## config.mk

```make
export PLATFORM = sky130hd
export DESIGN_NAME = sys_ctrl_regfile
export DESIGN_NICKNAME = d
export VERILOG_FILES = /design/src/rtl/sys_ctrl_regfile.sv
export SDC_FILE = /design/constraint.sdc
export NUM_CORES = 1
export LEC_CHECK = 0
export CORE_ASPECT_RATIO = 1.75
export CORE_MARGIN = 8
export CORE_UTILIZATION = 35
export CTS_BUF_LIST = sky130_fd_sc_hd__clkbuf_16
export DETAILED_ROUTE_END_ITERATION = 12
export PLACE_DENSITY = 0.63
export SLEW_MARGIN = 5
export SYNTH_ARGS = -nofsm -noshare
export SYNTH_HDL_FRONTEND = slang
export SYNTH_SLANG_ARGS = --single-unit
```

## constraint.sdc

```tcl
create_clock -name CLK -period 2.1 [get_ports CLK]
set_input_delay 0.42 -clock CLK [delete_from_list [all_inputs] [get_ports CLK]]
set_output_delay 0.42 -clock CLK [all_outputs]
set_load 0.01 [all_outputs]
```

## src/rtl/sys_ctrl_regfile.sv

```systemverilog
// Command front-end: turns UART byte frames (0xAA,ADDR,DATA / 0xBB,ADDR) into register-file
// strobes and returns read data to the UART transmitter. Optional inter-byte timeout: CMD_TIMEOUT_EN.
module sys_ctrl_regfile #(
   parameter int WIDTH          = 8,
   parameter int ADDRESS_WIDTH  = 4,
   parameter int TIMEOUT_CYCLES = 1024
) (
   input  logic                     CLK,
   input  logic                     RST,
   input  logic [WIDTH-1:0]         RX_P_Data,
   input  logic                     RX_D_VLD,
   input  logic [WIDTH-1:0]         RdData,
   input  logic                     RdData_Valid,
   input  logic                     TX_Busy,
   output logic [ADDRESS_WIDTH-1:0] Address,
   output logic [WIDTH-1:0]         WrData,
   output logic                     WrEn,
   output logic                     RdEn,
   output logic [WIDTH-1:0]         TX_P_Data,
   output logic                     TX_D_VLD,
   output logic                     Frame_Err
);

   localparam logic [WIDTH-1:0] CMD_WR = WIDTH'(8'hAA);
   localparam logic [WIDTH-1:0] CMD_RD = WIDTH'(8'hBB);

   typedef enum logic [2:0] {
      IDLE    = 3'd0,
      WR_ADDR = 3'd1,
      WR_DATA = 3'd2,
      WR_EXEC = 3'd3,
      RD_ADDR = 3'd4,
      RD_EXEC = 3'd5,
      RD_WAIT = 3'd6,
      TX_SEND = 3'd7
   } state_e;

   state_e                   state_q, state_d;
   logic [ADDRESS_WIDTH-1:0] addr_q, addr_d;
   logic [ADDRESS_WIDTH-1:0] adr_out_q, adr_out_d;
   logic [WIDTH-1:0]         data_q, data_d;
   logic [WIDTH-1:0]         wrdata_q, wrdata_d;
   logic [WIDTH-1:0]         txdata_q, txdata_d;
   logic                     wren_q, wren_d;
   logic                     rden_q, rden_d;
   logic                     txvld_q, txvld_d;
   logic                     ferr_q, ferr_d;
   logic                     tmo_hit_s;

`ifdef CMD_TIMEOUT_EN
   localparam int TMO_W = $clog2(TIMEOUT_CYCLES + 1);

   logic [TMO_W-1:0] tmo_q;
   logic             tmo_run_s;

   assign tmo_run_s = (state_q == WR_ADDR) || (state_q == WR_DATA) || (state_q == RD_ADDR);
   assign tmo_hit_s = tmo_run_s && !RX_D_VLD && (tmo_q == TMO_W'(TIMEOUT_CYCLES - 1));

   // Inter-byte counter: counts idle cycles mid-frame, cleared by any byte or outside a frame.
   always_ff @(posedge CLK or negedge RST) begin
      if (!RST) begin
         tmo_q <= {TMO_W{1'b0}};
      end else if (tmo_run_s && !RX_D_VLD && !tmo_hit_s) begin
         tmo_q <= tmo_q + TMO_W'(1);
      end else begin
         tmo_q <= {TMO_W{1'b0}};
      end
   end
`else
   assign tmo_hit_s = 1'b0;
   // Without the timeout a stalled frame simply waits; TIMEOUT_CYCLES has no effect here.
   if (TIMEOUT_CYCLES < 1) begin : g_tmo_unused
   end
`endif

   // Frame parser: next state, address/data latches and next values of the registered outputs.
   always_comb begin
      state_d   = state_q;
      addr_d    = addr_q;
      data_d    = data_q;
      adr_out_d = adr_out_q;
      wrdata_d  = wrdata_q;
      txdata_d  = txdata_q;
      wren_d    = 1'b0;
      rden_d    = 1'b0;
      txvld_d   = 1'b0;
      ferr_d    = 1'b0;
      case (state_q)
         IDLE: begin
            if (RX_D_VLD) begin
               if (RX_P_Data == CMD_WR) begin
                  state_d = WR_ADDR;
               end else if (RX_P_Data == CMD_RD) begin
                  state_d = RD_ADDR;
               end else begin
                  ferr_d = 1'b1;
               end
            end else begin
               state_d = IDLE;
            end
         end
         WR_ADDR, RD_ADDR: begin
            if (RX_D_VLD) begin
               addr_d  = RX_P_Data[ADDRESS_WIDTH-1:0];
               state_d = (state_q == WR_ADDR) ? WR_DATA : RD_EXEC;
            end else if (tmo_hit_s) begin
               state_d = IDLE;
               ferr_d  = 1'b1;
            end else begin
               state_d = state_q;
            end
         end
         WR_DATA: begin
            if (RX_D_VLD) begin
               data_d  = RX_P_Data;
               state_d = WR_EXEC;
            end else if (tmo_hit_s) begin
               state_d = IDLE;
               ferr_d  = 1'b1;
            end else begin
               state_d = WR_DATA;
            end
         end
         WR_EXEC: begin
            adr_out_d = addr_q;
            wrdata_d  = data_q;
            wren_d    = 1'b1;
            state_d   = IDLE;
         end
         RD_EXEC: begin
            adr_out_d = addr_q;
            rden_d    = 1'b1;
            state_d   = RD_WAIT;
         end
         RD_WAIT: begin
            if (RdData_Valid) begin
               data_d  = RdData;
               state_d = TX_SEND;
            end else begin
               state_d = RD_WAIT;
            end
         end
         TX_SEND: begin
            if (!TX_Busy) begin
               txdata_d = data_q;
               txvld_d  = 1'b1;
               state_d  = IDLE;
            end else begin
               state_d = TX_SEND;
            end
         end
         default: begin
            state_d = IDLE;
         end
      endcase
   end

   // State, latches and output registers.
   always_ff @(posedge CLK or negedge RST) begin
      if (!RST) begin
         state_q   <= IDLE;
         addr_q    <= {ADDRESS_WIDTH{1'b0}};
         data_q    <= {WIDTH{1'b0}};
         adr_out_q <= {ADDRESS_WIDTH{1'b0}};
         wrdata_q  <= {WIDTH{1'b0}};
         txdata_q  <= {WIDTH{1'b0}};
         wren_q    <= 1'b0;
         rden_q    <= 1'b0;
         txvld_q   <= 1'b0;
         ferr_q    <= 1'b0;
      end else begin
         state_q   <= state_d;
         addr_q    <= addr_d;
         data_q    <= data_d;
         adr_out_q <= adr_out_d;
         wrdata_q  <= wrdata_d;
         txdata_q  <= txdata_d;
         wren_q    <= wren_d;
         rden_q    <= rden_d;
         txvld_q   <= txvld_d;
         ferr_q    <= ferr_d;
      end
   end

   assign Address   = adr_out_q;
   assign WrData    = wrdata_q;
   assign WrEn      = wren_q;
   assign RdEn      = rden_q;
   assign TX_P_Data = txdata_q;
   assign TX_D_VLD  = txvld_q;
   assign Frame_Err = ferr_q;

endmodule
```

Word level (Yosys, flattened, before mapping). Index checks and enable logic that the tools add are counted.

Logic and storage cells: 52. Bits of input ports: 21. Flip-flop bits (word level): 39.

Multiplexer cells: 20. Reduce and logical (&&, ||, !) cells: 8. Eq/ne operators: 13. Bitwise operators: 1.

Operators by type and width (count): $pmux 3 s7 (1); $mux 3 (6); $eq 8x8->1 const B (2); $mux 8 (2); $pmux 8 s2 (1); $eq 3x3->1 const B (4); $mux 1 (10); $eq 3x2->1 const B (2); $ne 2x2->1 const B (3); $reduce_and 2->1 (3); $ne 4x4->1 const B (1); $reduce_or 2->1 (2); $eq 3x1->1 const B (1); $logic_not 3->1 (1); $reduce_and 3->1 (1); $reduce_bool 2->1 (1); $not 1->1 (1).

Depth between registers and ports, before layout. Gate-level depths: netlist of the first run.

Depth after elaboration: 5. Depth in mapped cells: 6. Mapped depth without buffers: 4.

Worst setup path after synthesis of the first run. OpenSTA, ideal clock, no wires.

Kind: register -> register. Start: reg state_q[2]. End: reg state_q[0]. Cell stages (with the launch flop): 6. Slack: 385 ps. Arrival: 1588 ps. Path buffers: 1. Path through: dfrtp_1 -> buf_6 -> or4b_4 -> o32ai_2 -> a21o_2 -> mux2_1.

Word-level cells in the longest chain between the ends: 4. Elaborated cells on any way between the ends: 15. Classes of those cells: eq/ne (9); mux (3); reduce/logical (3).

Ends and longest elaborated chain: start, declared (RTL line 38) `state_e state_q, state_d;`; start signal, assigned (RTL line 172) `state_q <= state_d;`; $eq 3x1->1 or $eq 3x3->1 (tied branches) (RTL line 88, 105); $mux 3 or $reduce_or 2->1 (tied branches) (RTL line 105, 88); $mux 3 or $ne 2x2->1 (tied branches); $pmux 3 s7 or $reduce_and 2->1 (tied branches).

Several ways; a longest one is shown, not always the timed one. The select of a mux whose other input is x is not followed. A chain may end at the register's enable or synchronous reset.

Worst setup path in the final report of the first run.
Start: in RX_D_VLD. End: reg state_q[0].

Word-level cells in the longest chain between the ends: 2. Elaborated cells on any way between the ends: 6. Classes of those cells: eq/ne (2); mux (3); reduce/logical (1).

Ends and longest elaborated chain: start, declared (RTL line 11) `input logic RX_D_VLD,`; $mux 1 (tied with other cells) (RTL line 114) `if (RX_D_VLD) begin`; $pmux 3 s7 or $reduce_and 2->1 (tied branches).

Several ways; a longest one is shown, not always the timed one.

==> results of run 1 <==
registers in the layout, indices dropped and copies added, names as in the netlist:
register   count
TX_P_Data      8
Frame_Err      1
addr_q         4
RdEn           1
TX_D_VLD       1
Address        4
WrEn           1
WrData         8
state_q        3
data_q         8
placed cells by master, fill, tap and decap left out, drive strengths merged, types with 2 or more instances in the layout:
master         synthesis  final
inv                    3      5
clkdlybuf4s50          0     43
dfrtp                 39     39
mux2i                  8      8
nand2                 10     10
mux2                  26     26
o21ai                 10     10
clkbuf                 2      5
buf                    5      6
xnor2                  2      2
nand3b                 2      2
or2                    2      2
nor2                   4      4
worst max-delay path, stage by stage:
cell	delay, ns
clkdlybuf4s50_1	0.47
or4b_4	0.51
o32ai_2	0.15
a21o_2	0.16
mux2_1	0.35
metal layers:
layer,track usage,vias up,share of wire
met1,0.0999,551,0.34
met4,0.0457,0,0.016
met2,0.213,42,0.56
met3,0.0376,6,0.076
met5,0,-,0
li1,-,541,-
logic make-up after synthesis:
group | count (synthesis) | share of synthesized area
AO/OA/AOI/OAI | 15 | 0.0612
XOR/XNOR | 2 | 0.0106
buffers and inverters | 10 | 0.0302
flip-flops | 39 | 0.589
multiplexers | 34 | 0.225
AND/OR/NAND/NOR | 25 | 0.0838
power breakdown:
group	switching [mW]	internal, mW	total, mW
clock	0.257	0.428	0.684
sequential	0.162	0.968	1.13
combinational	0.308	0.425	0.732
total	0.726	1.82	2.55
stage by stage:
stage | util | instance area (sq um)
2_1_floorplan | - | 1660
3_3_place_gp | 0.469 | 2170
3_5_place_dp | 0.469 | 2170
4_1_cts | 0.499 | 2310
5_1_grt | 0.499 | 2310
6_report | 0.499 | 2310
layout make-up:
type                            instances  share of cell area
Multi-Input combinational cell         76               0.273
Timing Repair Buffer                   49               0.211
Clock inverter                          3             0.00543
Sequential cell                        39               0.423
Clock buffer                            5              0.0543
Tap cell                               52              0.0282
Inverter                                3             0.00488
worst paths after layout:
kind / endpoint / slack, ns / depth (start not counted)
setup / recovery: state_q[0]$_DFFE_PN0P_ / 0.19 / 5
hold / removal: Address[0]$_DFFE_PN0P_ / 0.09 / 2
setup reg to reg: state_q[0]$_DFFE_PN0P_ / 0.22 / 4
hold reg to reg: TX_P_Data[0]$_DFFE_PN0P_ / 0.50 / 1
max in group asynchronous: Address[3]$_DFFE_PN0P_ / 1.80 / 2
min in group CLK: TX_P_Data[0]$_DFFE_PN0P_ / 0.50 / 1
==> impl_metrics.yaml, run 1 <==
synth:
  synth.top_cell.area_share: 0.589
  synth.ff_latch_count: 39
  synthArstFlopShare: 1.00
  syn_area_per_cell_sq_um: 13.3
  synth.most_common_cell: "dfrtp_1"
  synth_edf_count: 0
  syn-num-nets: 146
  yosys.area.top_type: "dfrtp_1"
  ys.flop_type: "dfrtp_1"
  netlist_area_sq_um: 1660
  seq_area_frac_synth: 0.589
  ys_warn_count: 0
  synth_common_cells: "39 x dfrtp_1, 25 x mux2_2, 10 x nand2_1, 10 x o21ai_0, 8 x mux2i_1"
  ys_top_cells_by_area: "dfrtp_1 59%, mux2_2 17%, mux2i_1 4.8%, o21ai_0 3.0%, nand2_1 2.3%"
  synthCells: 125
  synth_cell_types: 27
place:
  globalplace.congestion: 0.921
  dp_hpwl_microns: 3020
  io_buffers: 44
  placed_cells: 219
  pre_cts_ws_ns: -0.0468
global_routing:
  grt_overflow: 0
  grt_util_all_layers: 0.112
  grt_pass1_wl_microns: 6190
  first_global_vias: 1307
  antenna_found_initial: 0
  grt_max_degree: 40
cts:
  cts_tree: "done"
  clk-insertion-delay-late_ns: 0.27
  ctsHoldBuffers: 0
  numCtsBuffers: 5
  cts.htree.levels: 2
  postCtsSetupBuffers: 0
  clk_pin_slew_ns: 0.06
  cts_resized: 0
  cts-root-buf: "clkbuf_16"
  cts_sinks: 39
  clockBufferDepth: 2
drt:
  drt_iter0_drc: 10
  first_pass_iters: 4
  routedWlPerCell_microns: 16.7
  drtAntennaViolNets: 0
  route.detailed.drc: 0
  viasPerCell: 5.02
  routed_wl_microns: 3790
  vias: 1140
layout:
  fill_cells: 439
  multi_input_area_sq_um: 631
  finalNonFillerCells: 227
  area_growth_pct: 39.2
  drive_above_1_share: 0.234
  seqCellArea_sq_um: 976
  diodes: 0
  final_nets: 195
run:
  drv_cap: 0
floorplanning:
  initial_utilization: 0.358
  die-area_sq_um: 7280
  pin_count: 45
  fp-row-count: 33
  core_area_sq_um: 4620
  die_x_microns: 68.0
  fp.dieH_microns: 107
power:
  ir_drop_mv: 0.714
  power_mw: 2.55
  leakage_nw: 1.12
  p_per_area_nw_per_um2: 1100
critical_path:
  startpoint_type: "input port"
  setup.worst_path.start: "RX_D_VLD"
  cp_max_fo: 5
  crit_type: "in -> reg"
  worstReg2RegStart: "state_q[2]$_DFFE_PN0P_"
  cp-end-kind: "flop"
  crit_arrival_ns: 2.05
  crit_required_ns: 2.24
timing:
  worst_pin_slew_ns: 0.524
  report.final.slew_viol_count: 0
  slew_headroom: 0.650
  post-route-min-period_ns: 1.91
  setup_violations: 0
  fmax_mhz: 525
  fin_skew_ns: 0.00446
  whs_ns: 0.0908
  tns_ns: 0
  rsz0062_at_grt: "no"
  finalHoldViolCount: 0
  layout_setup_ws_ns: 0.194
  final.period_utilization: 0.907
hold_path:
  hold_class: "in -> async"
run_status:
  status: "finished, final reports clean"
Power figures use the tool's default switching activity.
==> run 2, diff against run 1 <==
- clock period: 2.1 -> 2 ns (I/O delays scaled with it)
==> impl_metrics.yaml, run 2 (synthesized netlist as in run 1, its figures left out) <==
run_status:
  status: "finished, final reports clean"
cts:
  cts.htree.levels: 2
  cts_resized: 0
  clk_pin_slew_ns: 0.06
  clockBufferDepth: 2
  cts_sinks: 39
  cts-root-buf: "clkbuf_16"
  clk-insertion-delay-late_ns: 0.28
  postCtsSetupBuffers: 0
  cts_tree: "done"
  numCtsBuffers: 5
  ctsHoldBuffers: 0
timing:
  layout_setup_ws_ns: 0.133
  fin_skew_ns: 0.00514
  setup_violations: 0
  report.final.slew_viol_count: 0
  fmax_mhz: 536
  final.period_utilization: 0.934
  finalHoldViolCount: 0
  post-route-min-period_ns: 1.87
  slew_headroom: 0.633
  rsz0062_at_grt: "no"
  worst_pin_slew_ns: 0.549
place:
  pre_cts_ws_ns: -0.123
  dp_hpwl_microns: 3020
  placed_cells: 222
  io_buffers: 44
  globalplace.congestion: 0.923
critical_path:
  crit_required_ns: 2.16
  crit_arrival_ns: 2.03
  r2r_cells: 4
  setup.worst_path.start: "RX_D_VLD"
  worstReg2RegStart: "state_q[1]$_DFFE_PN0P_"
  cp_max_fo: 4
  startpoint_type: "input port"
  crit_type: "in -> reg"
  cp-end-kind: "flop"
floorplanning:
  core_area_sq_um: 4620
  die-area_sq_um: 7280
  fp-row-count: 33
  die_x_microns: 68.0
  fp.dieH_microns: 107
  initial_utilization: 0.358
  pin_count: 45
layout:
  final_cell_mix: "43 x clkdlybuf4s50_1, 39 x dfrtp_1, 25 x mux2_2, 10 x nand2_1, 10 x o21ai_0"
  final_nets: 198
  final_common_cell: "clkdlybuf4s50_1"
  utilization: 0.509
  finalNonFillerCells: 230
  diodes: 0
  drive_above_1_share: 0.253
  area_growth_pct: 42.1
global_routing:
  grt_util_all_layers: 0.117
  grt_max_degree: 40
  antenna_found_initial: 0
  first_global_vias: 1323
  grt_overflow: 0
  grt_pass1_wl_microns: 6530
power:
  swShare: 0.275
  power.share.sequential: 0.412
  intPower_mw: 2.06
  power_frac_comb: 0.282
  ir_drop_mv: 0.745
  clkPwrFrac: 0.306
  p_sw_mw: 0.782
  leakage_nw: 1.14
  p_per_area_nw_per_um2: 1210
drt:
  first_pass_iters: 5
  viasPerCell: 5.04
  drt_iter0_drc: 18
  vias: 1160
  route.detailed.drc: 0
  drtAntennaViolNets: 0
  routed_wl_microns: 3810
  routedWlPerCell_microns: 16.6
run:
  drv_cap: 0
hold_path:
  hold_class: "in -> async"
## run 2: changes by cell type in the layout (fill, tap and decap cells not counted), sizes merged
cell | before | now
buf | 6 | 9
clkinv | 1 | 2
inv | 5 | 3
bufinv | 0 | 1
## run 2: final timing paths
kind | to | slack [ns]
setup / recovery | state_q[0]$_DFFE_PN0P_ | 0.13
hold reg to reg | data_q[7]$_DFFE_PN0P_ | 0.50
min in group CLK | data_q[7]$_DFFE_PN0P_ | 0.50
max in group asynchronous | TX_P_Data[2]$_DFFE_PN0P_ | 1.72
setup reg to reg | state_q[0]$_DFFE_PN0P_ | 0.17
hold / removal | state_q[2]$_DFFE_PN0P_ | 0.07
## run 2: metrics by stage
stage	cell area, sq um	hold slack, ns	setup TNS [ns]	power, mW
6_report	2350	0.0688	0	2.84
3_5_place_dp	2190	0.380	-0.123	2.00
2_1_floorplan	1660	0.104	0	1.61
5_1_grt	2350	0.0952	0	3.01
4_1_cts	2350	0.0834	0	2.88
3_3_place_gp	2190	0.376	-0.0468	1.96
## run 2: critical path, stage by stage
cell and delay, ns:
clkdlybuf4s50_1 0.47, or4b_4 0.50, o32ai_2 0.17, a21o_2 0.16, mux2_1 0.32
## run 2: area by class of cell
| type | count | area, sq um |
|---|---|---|
| multi-input cells | 76 | 631 |
| repair buffers | 52 | 508 |
| flip-flops and latches | 39 | 976 |
| fillers | 443 | 2270 |
| clock buffers | 5 | 125 |
| clock inverters | 3 | 38.8 |
| well taps | 52 | 65.1 |
| inverters | 3 | 11.3 |
## run 2: power by group through the flow
stage / Clock (mW) / Combinational [mW] / Sequential (mW)
after floorplan: 0 / 0.447 / 1.16
after global placement: 0 / 0.786 / 1.17
after detailed placement: 0 / 0.810 / 1.19
after CTS: 0.890 / 0.816 / 1.18
after global routing: 0.915 / 0.884 / 1.21
final: 0.871 / 0.801 / 1.17
## run 2: metal layers
metal / track usage / share of wire / vias to the layer above
met3: 0.0355 / 0.067 / 9
met4: 0.0560 / 0.020 / 0
met5: 0 / 0 / -
met1: 0.123 / 0.37 / 567
met2: 0.201 / 0.54 / 42
li1: - / - / 542
==> run 3, diff against run 2 <==
- CORE_ASPECT_RATIO: 1.75 -> default
- SLEW_MARGIN: 5 -> 20
==> impl_metrics.yaml, run 3 (synthesized netlist as in run 1, its figures left out) <==
layout:
  area_growth_pct: 44.3
  multi_input_area_sq_um: 631
  fill_cells: 416
  drive_above_1_share: 0.280
  seqCellArea_sq_um: 976
  final_common_cell: "clkdlybuf4s50_1"
  diodes: 0
  final_cell_mix: "43 x clkdlybuf4s50_1, 39 x dfrtp_1, 25 x mux2_2, 15 x buf_4"
  final_nets: 206
  finalNonFillerCells: 240
cts:
  cts.htree.levels: 2
  clk-insertion-delay-late_ns: 0.28
  cts_tree: "done"
  numCtsBuffers: 5
  ctsHoldBuffers: 0
  cts_sinks: 39
  cts_resized: 0
  clockBufferDepth: 2
  postCtsSetupBuffers: 0
  cts-root-buf: "clkbuf_16"
  clk_pin_slew_ns: 0.06
place:
  globalplace.congestion: 0.872
  dp_hpwl_microns: 2950
  io_buffers: 44
  placed_cells: 232
critical_path:
  rr_endpoint: "state_q[0]$_DFFE_PN0P_"
  crit_type: "in -> reg"
  cp_cell_sequence: "clkdlybuf4s50_1 > or4b_4 > o32ai_2 > a21o_2 > mux2_1"
  worstSetupEndpoint: "state_q[0]$_DFFE_PN0P_"
  cp_slowest_cell: "or4b_4"
  cp.buffers_inverters: 1
  cp-end-kind: "flop"
  crit_required_ns: 2.16
  r2r_slack_ns: 0.27
  worstReg2RegStart: "state_q[0]$_DFFE_PN0P_"
  critPathTopFamily: "simple AND/OR/NAND/NOR gates"
  r2r_cells: 4
  startpoint_type: "input port"
  critical_path_depth: 5
  setup.worst_path.start: "RX_D_VLD"
  crit_arrival_ns: 1.97
  cp_max_fo: 4
  cpPeakStageDelay_ns: 0.50
power:
  power.share.sequential: 0.420
  clkPwrFrac: 0.272
  ir_drop_mv: 0.546
  p_per_area_nw_per_um2: 1140
  leakage_nw: 1.17
  intPower_mw: 1.96
  swShare: 0.284
  power_frac_comb: 0.308
  p_sw_mw: 0.777
timing:
  setup_violations: 0
  post-route-min-period_ns: 1.81
  fin_skew_ns: 0.00220
  fmax_mhz: 551
  final.period_utilization: 0.907
  whs_ns: 0.0700
  slew_headroom: 0.628
  rsz0062_at_grt: "no"
  worst_pin_slew_ns: 0.557
  report.final.slew_viol_count: 0
  finalHoldViolCount: 0
floorplanning:
  die_x_microns: 84.8
  fp-row-count: 25
  initial_utilization: 0.358
  core_area_sq_um: 4630
  fp.dieH_microns: 84.8
  die-area_sq_um: 7190
  pin_count: 45
drt:
  vias: 1160
  viasPerCell: 4.83
  routedWlPerCell_microns: 16.0
  first_pass_iters: 4
  route.detailed.drc: 0
  drt_iter0_drc: 41
  routed_wl_microns: 3830
  drtAntennaViolNets: 0
global_routing:
  grt_max_degree: 21
  first_global_vias: 1252
  grt_pass1_wl_microns: 6440
  grt_overflow: 0
  grt_util_all_layers: 0.114
  antenna_found_initial: 0
hold_path:
  hold_class: "in -> async"
run:
  drv_cap: 0
run_status:
  status: "finished, final reports clean"
[run 3: per-layer routing]
metal / up-vias / part of all wire / wire (microns) / GRT usage
li1: 568 / - / - / -
met1: 550 / 0.43 / 1650 / 0.131
met2: 36 / 0.49 / 1890 / 0.190
met3: 6 / 0.057 / 218 / 0.0390
met4: 0 / 0.019 / 73 / 0.0485
met5: - / 0 / 0 / 0
[run 3: power groups by stage]
stage	sequential, mW	combinational (mW)	clock (mW)
final	1.15	0.842	0.746
after global routing	1.18	0.925	0.802
after CTS	1.15	0.853	0.762
after detailed placement	1.16	0.846	0
after global placement	1.15	0.827	0
after floorplan	1.16	0.447	0
[run 3: worst min-delay path by stage]
stage	slack, ns	to	startpoint
2_1_floorplan	0.10	Address[0]$_DFFE_PN0P_	RST
3_3_place_gp	0.37	TX_P_Data[1]$_DFFE_PN0P_	RST
3_5_place_dp	0.38	TX_P_Data[1]$_DFFE_PN0P_	RST
4_1_cts	0.08	data_q[3]$_DFFE_PN0P_	RST
5_1_grt	0.1	TX_P_Data[3]$_DFFE_PN0P_	RST
6_report	0.07	TX_P_Data[3]$_DFFE_PN0P_	RST
[run 3: worst reg2reg max path: stages, from the launching register on]
cell and delay [ns]:
dfrtp_1 0.46, or4b_4 0.55, o32ai_2 0.14, a21o_2 0.15, mux2_1 0.32
[run 3: area by class of cell]
type | instances | share of cell area
Clock buffer | 5 | 0.0523
Clock inverter | 3 | 0.00523
Inverter | 3 | 0.00471
Multi-Input combinational cell | 76 | 0.264
Sequential cell | 39 | 0.408
Tap cell | 54 | 0.0283
Timing Repair Buffer | 60 | 0.238
[run 3: metrics by stage]
step	worst slack [ns]	instance area, sq um	power (mW)	utilization	TNS [ns]
detailed placement	-0.104	2250	2.01	0.487	-0.104
finish	0.187	2390	2.74	0.516	0
floorplan	0.285	1660	1.61	-	0
global placement	-0.0592	2250	1.98	0.487	-0.0592
CTS	0.176	2390	2.77	0.516	0
global route	0.137	2390	2.91	0.516	0
